File: src/rtl/result_accumulator.sv
// Modular group accumulator: sums `beats` input words mod q and presents the result over valid/ready.
// Optional RESULT_ACC_NEGATE_EN adds an in_neg input that subtracts in_data instead of adding it.
`ifndef DATA_SIZE_ARB
`define DATA_SIZE_ARB 14
`endif

module result_accumulator #(
  parameter int DATA_SIZE_ARB = `DATA_SIZE_ARB,
  parameter int BEAT_W        = 8
) (
  input  logic                     clk,
  input  logic                     reset,
  input  logic [DATA_SIZE_ARB-1:0] modulus,
  input  logic [BEAT_W-1:0]        beats,
  input  logic                     in_valid,
  output logic                     in_ready,
  input  logic [DATA_SIZE_ARB-1:0] in_data,
`ifdef RESULT_ACC_NEGATE_EN
  input  logic                     in_neg,
`endif
  output logic                     out_valid,
  input  logic                     out_ready,
  output logic [DATA_SIZE_ARB-1:0] out_data,
  output logic [1:0]               dbg_state
);

  // Handshake: a word moves on a rising edge only when its valid and ready are both high;
  // valid never waits on ready, and out_data/out_valid hold steady until taken.
  typedef enum logic [1:0] {
    IDLE  = 2'd0,
    ACCUM = 2'd1,
    HOLD  = 2'd2
  } state_t;

  localparam int W = DATA_SIZE_ARB;

  state_t              state, state_n;
  logic [W-1:0]        acc, acc_n;
  logic [BEAT_W-1:0]   rem, rem_n;
  logic                out_valid_n;
  logic [W-1:0]        out_data_n;

  logic                accept;
  logic [W-1:0]        first_val;
  logic [W-1:0]        step_val;
  logic [W:0]          sum;
  logic [W+1:0]        diff;
  logic [W-1:0]        add_val;
  logic                unused_bits;

  assign in_ready  = !out_valid || out_ready;
  assign accept    = in_valid && in_ready;
  assign dbg_state = state;

  // Conditional subtract keeps acc + in_data (< 2q) fully reduced.
  assign sum         = {1'b0, acc} + {1'b0, in_data};
  assign diff        = {1'b0, sum} - {2'b00, modulus};
  assign add_val     = diff[W+1] ? sum[W-1:0] : diff[W-1:0];
  assign unused_bits = diff[W];

`ifdef RESULT_ACC_NEGATE_EN
  logic [W:0]   sdiff;
  logic [W-1:0] sub_val;

  assign sdiff     = {1'b0, acc} - {1'b0, in_data};
  assign sub_val   = sdiff[W] ? (sdiff[W-1:0] + modulus) : sdiff[W-1:0];
  assign first_val = (in_neg && (in_data != '0)) ? (modulus - in_data) : (in_neg ? '0 : in_data);
  assign step_val  = in_neg ? sub_val : add_val;
`else
  assign first_val = in_data;
  assign step_val  = add_val;
`endif

  always_comb begin
    state_n     = state;
    acc_n       = acc;
    rem_n       = rem;
    out_valid_n = out_valid;
    out_data_n  = out_data;
    unique case (state)
      IDLE, HOLD: begin
        if (state == HOLD && out_ready) begin
          out_valid_n = 1'b0;
          state_n     = IDLE;
        end
        // A first beat may arrive in the same cycle the held result is taken.
        if (accept) begin
          acc_n = first_val;
          if (beats <= BEAT_W'(1)) begin
            rem_n       = '0;
            out_data_n  = first_val;
            out_valid_n = 1'b1;
            state_n     = HOLD;
          end else begin
            rem_n       = beats - BEAT_W'(1);
            out_valid_n = 1'b0;
            state_n     = ACCUM;
          end
        end
      end
      ACCUM: begin
        if (accept) begin
          acc_n = step_val;
          if (rem <= BEAT_W'(1)) begin
            rem_n       = '0;
            out_data_n  = step_val;
            out_valid_n = 1'b1;
            state_n     = HOLD;
          end else begin
            rem_n = rem - BEAT_W'(1);
          end
        end
      end
      default: state_n = IDLE;
    endcase
  end

  always_ff @(posedge clk) begin
    if (reset) begin
      state     <= IDLE;
      acc       <= '0;
      rem       <= '0;
      out_valid <= 1'b0;
      out_data  <= '0;
    end else begin
      state     <= state_n;
      acc       <= acc_n;
      rem       <= rem_n;
      out_valid <= out_valid_n;
      out_data  <= out_data_n;
    end
  end

endmodule

File: config.mk
export PLATFORM = sky130hd
export DESIGN_NAME = result_accumulator
export DESIGN_NICKNAME = d
export VERILOG_FILES = /design/src/rtl/result_accumulator.sv
export SDC_FILE = /design/constraint.sdc
export NUM_CORES = 1
export LEC_CHECK = 0
export ABC_CLOCK_PERIOD_IN_PS = 6020
export BUFFER_PORTS_ARGS = -buffer_cell sky130_fd_sc_hd__buf_2
export CAP_MARGIN = 20
export CORE_ASPECT_RATIO = 1.1
export CORE_MARGIN = 2
export CORE_UTILIZATION = 53
export CTS_BUF_LIST = sky130_fd_sc_hd__clkbuf_4 sky130_fd_sc_hd__clkbuf_8
export CTS_CLUSTER_DIAMETER = 30
export DETAILED_ROUTE_END_ITERATION = 8
export PLACE_DENSITY = 0.75
export RECOVER_POWER = 25
export SYNTH_ARGS = -nofsm -noshare
export SYNTH_HDL_FRONTEND = slang
export SYNTH_SLANG_ARGS = --single-unit
File: constraint.sdc
create_clock -name clk -period 6.02 [get_ports clk]
set_input_delay 1.204 -clock clk [delete_from_list [all_inputs] [get_ports clk]]
set_output_delay 1.204 -clock clk [all_outputs]
set_load 0.03 [all_outputs]
Yosys cells after proc, flatten, opt, wreduce, memory -nomap -nowiden
Cells that the tools add are included.

storage, ports and cells
  output and inout bits = 18
  register bits = 39

cells by class
  mux-type cells = 26
  reductions and logical operators = 11
  magnitude comparators = 2
  equal/unequal tests = 7
  $add $sub $neg = 4

operators by type and width
  operator                                                         number
  two-way mux 14 bit                                               7
  one-hot mux 14 bit (2 select lines)                              2
  two-way mux 8 bit                                                4
  less-or-equal comparator 8 x 1 -> 1 bit (second input constant)  2
  one-hot mux 8 bit (2 select lines)                               1
  subtractor 15 x 14 -> 16 bit                                     1
  subtractor 8 x 1 -> 8 bit (second input constant)                2
  adder 14 x 14 -> 15 bit                                          1
  two-way mux 2 bit                                                5
  != test 2 bit (second input constant)                            4
  AND reduction 3 bit                                              2
  two-way mux 1 bit                                                5
  AND reduction 5 bit                                              1
  one-hot mux 2 bit (2 select lines)                               1
  AND reduction 4 bit                                              1
  != test 3 bit (second input constant)                            1
  == test 2 x 1 -> 1 bit (second input constant)                   1
  == test 2 bit (second input constant)                            1
  logical AND 1 bit                                                2
  logical NOT 2 bit                                                1
  one-hot mux 1 bit (2 select lines)                               1
  nonzero test 2 bit                                               1
  OR reduction 2 bit                                               1
  logical NOT 1 bit                                                1
  logical OR 1 bit                                                 1

Logic depth before layout (Yosys ltp)
  depth in word-level cells = 6
  depth in mapped cells = 19
  mapped depth without buffers = 18

Worst setup path before layout
No wires, ideal clock.

  path kind = input -> register
  start = in in_data[1]
  end = reg acc[2]
  setup slack = 1.083 ns
  data required time = 5.934 ns
  library setup time = 0.086 ns
  cell stages on the path = 18
  data arrival time = 4.851 ns
  cells stage by stage = ha_1 > a211oi_1 > o21ai_1 > a211oi_1 > o21ai_0 > a311oi_2 > a21o_1 > xnor2_1 > ha_1 > nand3_1 > o211ai_1 > or4_1 > a221oi_2 > and2_1 > buf_4 > nor2_1 > o31a_1 > a211oi_1

between the ends
  longest elaborated chain between the ends = 5

ends and longest elaborated chain
  item                                   RTL line  source
  start: declaration                     17        input logic [DATA_SIZE_ARB-1:0] in_data,
  adder 14 x 14 -> 15 bit *              56        assign sum = {1'b0, acc} + {1'b0, in_data};
  subtractor 15 x 14 -> 16 bit           57        assign diff = {1'b0, sum} - {2'b00, modulus};
  two-way mux 14 bit *                   58        assign add_val = diff[W+1] ? sum[W-1:0] : diff[W-1:0];
  two-way mux 14 bit *                   102       if (accept) begin
  one-hot mux 14 bit (2 select lines) *  80        unique case (state)
  end signal: assignment                 127       acc <= acc_n;
  end: declaration                       38        logic [W-1:0] acc, acc_n;

Every way passes the cells marked *; elsewhere a longest branch is shown, timed or not. The select of a mux whose other input is x is not followed.
A chain may end at the register's enable or synchronous reset.

Worst setup path after layout
  start = in in_data[1]
  end = reg out_data[11]

between the ends
  longest elaborated chain between the ends = 6

ends and longest elaborated chain
  item                                   RTL line  source
  adder 14 x 14 -> 15 bit *              56
  subtractor 15 x 14 -> 16 bit           57
  two-way mux 14 bit *                   58
  two-way mux 14 bit *                   104       if (rem <= BEAT_W'(1)) begin
  two-way mux 14 bit *                   102
  one-hot mux 14 bit (2 select lines) *  80
  end signal: assignment                 130       out_data <= out_data_n;
  end: declaration                       23        output logic [DATA_SIZE_ARB-1:0] out_data,

Marked as above.

==> run metrics <==
leakage=1.67 nW; Final period util=0.908; initial drt markers=about 170; sw frac=0.423; Post-synth EDFFs=0; ranking of synthesized cells by area=dfxtp_1 (23%), ha_1 (12%), a21oi_1 (6.1%), nor2_1 (5.3%), xnor2_1 (4.9%); Commonest cells post-synth=nor2_1 (48), a21oi_1 (42), dfxtp_1 (39); # fillers=592; crit-path most repeated cell=a211oi_1; most common cell in the netlist=nor2_1; Hold Path Depth=2; largest net degree at the start of global routing=36; crit path time final=5470 ps; CTS tree=built; clock tree sinks=39; total negative slack=0 ps; initial antenna violation count=0; part of the power in registers=0.271; hold buffer count at CTS=0; Die Height=roughly 90 um; Worst-Margin Slew=859 ps; setup repair bufs after CTS=0; Cell Pwr Density=289 nW/um^2; antenna cells=0; vias in the first global route=3128; Layout Nets=569; Placer Congestion=approximately 0.85; Comb pwr share=0.529; die area=7120 um^2; CTS Buf Count=5; synthesized netlist cell count=448; worst hold slack=453 ps; Int Pwr=0.639 mW; Req. time, crit path=6170 ps; via count=3367; Setup-failing EPs final=0; DRC viols=0; Die Wd=80.7 um; share of layout cells above drive strength 1=0.149; Hold Crit Start=out_data[10]$_SDFFE_PP0P_; Worst Clk Skew=12.3 ps; input/output buffers=57; Rel. slew slack=0.426; post-synthesis sequential area ratio=0.228; Max Buffers Root-to-Sink=2; maximum vdd drop=about 0.18 mV; worst path cell trace=buf_2 > ha_1 > a211oi_1 > o21ai_1 > a211oi_1 > o21ai_0 > a311oi_2 > a21o_1 > xnor2_1 > ha_1 > nand3_1 > o211ai_1 > or4_1 > a221oi_2 > and2_1 > nor2_1 > a211oi_1 > o31ai_1; yosys warns=0; largest fanout on the critical path=8; area of the multi-input gates=2430 um^2; Cell variety after synth=67; ys flop type=dfxtp_1; slowest CP cell=or4_1; R2R cell count=17; Final Max Slew Viols=0; post-synth top area share=0.228; Clock Latency Late Sink=about 300 ps; H-tree level count=2; Post-DRT Antenna Nets=0; R2R Path Start=acc[1]$_SDFFE_PP0P_; clock network fraction of design power=0.200; post-CTS resize count=0; largest area contributor in the synthesized netlist=dfxtp_1; HP Class=flop to flop; number of synthesized register bits=39; hpwl dp=roughly 6500 um; CP arrival=around 5600 ps; first-pass GRT wire length=around 14000 um; Mapped Nets=between 500 and 600; num rows=30; total wire length=between 8000 and 9000 um; RSZ-0062 raised after global routing=no; total grt overflow=0; FMAX=183 MHz; r2r setup slk=1240 ps; DR vias/cell=5.85; CP Class=primary input to flop; Startpoint Class=primary input; final hold violation count=0; I/O pins=58; All-Layer GR Usage=0.249; CTS clock-pin slew for the worst setup and hold paths=80 ps; max-capacitance violation count=0; crit-path leading delay family=compound AO/OA/AOI/OAI gates; 1st-pass router iterations=4; Initial Util=0.553; Synth Area per Inst=7.65 um^2; run status=complete, no violations; FF+latch area=781 um^2; worst stage delay on the critical path=500 ps; Mapped Area=3430 um^2; ys async rst share=0; Area Overhead vs Synth=12.0%; root buf cell=clkbuf_8; Worst Setup End Kind=flop; Critical path buffers and inverters=1; sw power=0.469 mW; WL per Instance=14.8 um; RR Endpoint=out_data[11]$_SDFFE_PP0P_; core area=slightly above 6000 um^2; CP Depth=18; sink of the worst hold path=out_data[10]$_SDFFE_PP0P_
==> worst register-to-register path, delay by kind of cell (launching register included) <==
kind | cells | cell delay (ps)
AOI/OAI and AO/OA | 10 | 2470
xor gates and xnor gates | 1 | 130
adders and majority gates | 2 | 610
DFF | 1 | 340
and+or+nand+nor | 4 | 1080
==> area by class of cell <==
class / count / share of cell area
inverter: 30 / 0.0293
multi-input combinational: 358 / 0.634
clock buffer: 5 / 0.0179
clock inverter: 3 / 0.0114
sequential: 39 / 0.203
timing repair buffer: 61 / 0.0776
tap: 80 / 0.0261
==> flip-flops by register name, summed over array words and instances, names as in the netlist <==
signal and flops:
acc 14, dbg_state 2, out_data 14, out_valid 1, rem 8
==> worst max path at each step <==
stage | start | endpoint | slack [ps]
2_1_floorplan | in_data[1] | acc[2]$_SDFFE_PP0P_ | 1080
3_3_place_gp | in_data[1] | out_data[11]$_SDFFE_PP0P_ | 490
3_5_place_dp | in_data[1] | out_data[11]$_SDFFE_PP0P_ | 380
4_1_cts | in_data[1] | out_data[11]$_SDFFE_PP0P_ | 660
5_1_grt | in_data[1] | out_data[11]$_SDFFE_PP0P_ | 270
6_report | in_data[1] | out_data[11]$_SDFFE_PP0P_ | 550
==> cell families (layout without fill, tap and decap cells) <==
| group | count (synthesis) | after routing | share of synthesized area |
|---|---|---|---|
| buffers and inverters | 51 | 99 | 0.0617 |
| xor gates and xnor gates | 27 | 27 | 0.0690 |
| adders and majority gates | 34 | 34 | 0.129 |
| and+or+nand+nor | 143 | 143 | 0.203 |
| muxes | 7 | 7 | 0.0219 |
| DFF | 39 | 39 | 0.228 |
| AOI/OAI and AO/OA | 147 | 147 | 0.288 |
==> metrics by stage <==
stage / instance area [um^2] / setup WS (ps) / utilization / power, mW / instances
3_3_place_gp: 3740 / 490 / 0.604 / 0.874 / 568
6_report: 3840 / 552 / 0.620 / 1.11 / 576
3_5_place_dp: 3740 / 383 / 0.604 / 0.881 / 568
4_1_cts: 3850 / 658 / 0.622 / 1.11 / 576
5_1_grt: 3840 / 273 / 0.620 / 1.19 / 576
2_1_floorplan: 3430 / 1080 / - / 0.763 / 448
==> power groups by stage <==
stage          clock, mW  combinational [mW]  sequential (mW)
2_1_floorplan          0               0.447            0.315
3_3_place_gp           0               0.569            0.305
3_5_place_dp           0               0.576            0.305
4_1_cts            0.226               0.581            0.300
5_1_grt            0.235               0.652            0.303
6_report           0.222               0.586            0.300
==> routing by layer <==
layer	up-vias	part of all wire	routed length, um	track usage
met1	1555	0.46	3880	0.320
met3	11	0.048	411	0.0276
met2	77	0.48	4110	0.442
met5	-	0	0	0
met4	0	0.014	115	0.0709
li1	1724	-	-	-
==> cells in the final DEF (no fill, tap or decap), types with 5 or more instances in the layout <==
cell	count
nor2_1	48
buf_2	43
a21oi_1	42
dfxtp_1	39
nand2_1	36
ha_1	32
inv_1	30
o21ai_0	29
xnor2_1	19
nand3_1	14
clkbuf_1	14
a211oi_1	8
xor2_1	8
o211ai_1	7
and3_1	7
a21o_1	6
a211o_1	6
nand2b_1	6
nor3_1	6
o41ai_1	6
and2_1	5
a311oi_1	5
clkbuf_8	5
Note: power is estimated with default switching activity, not from simulation.
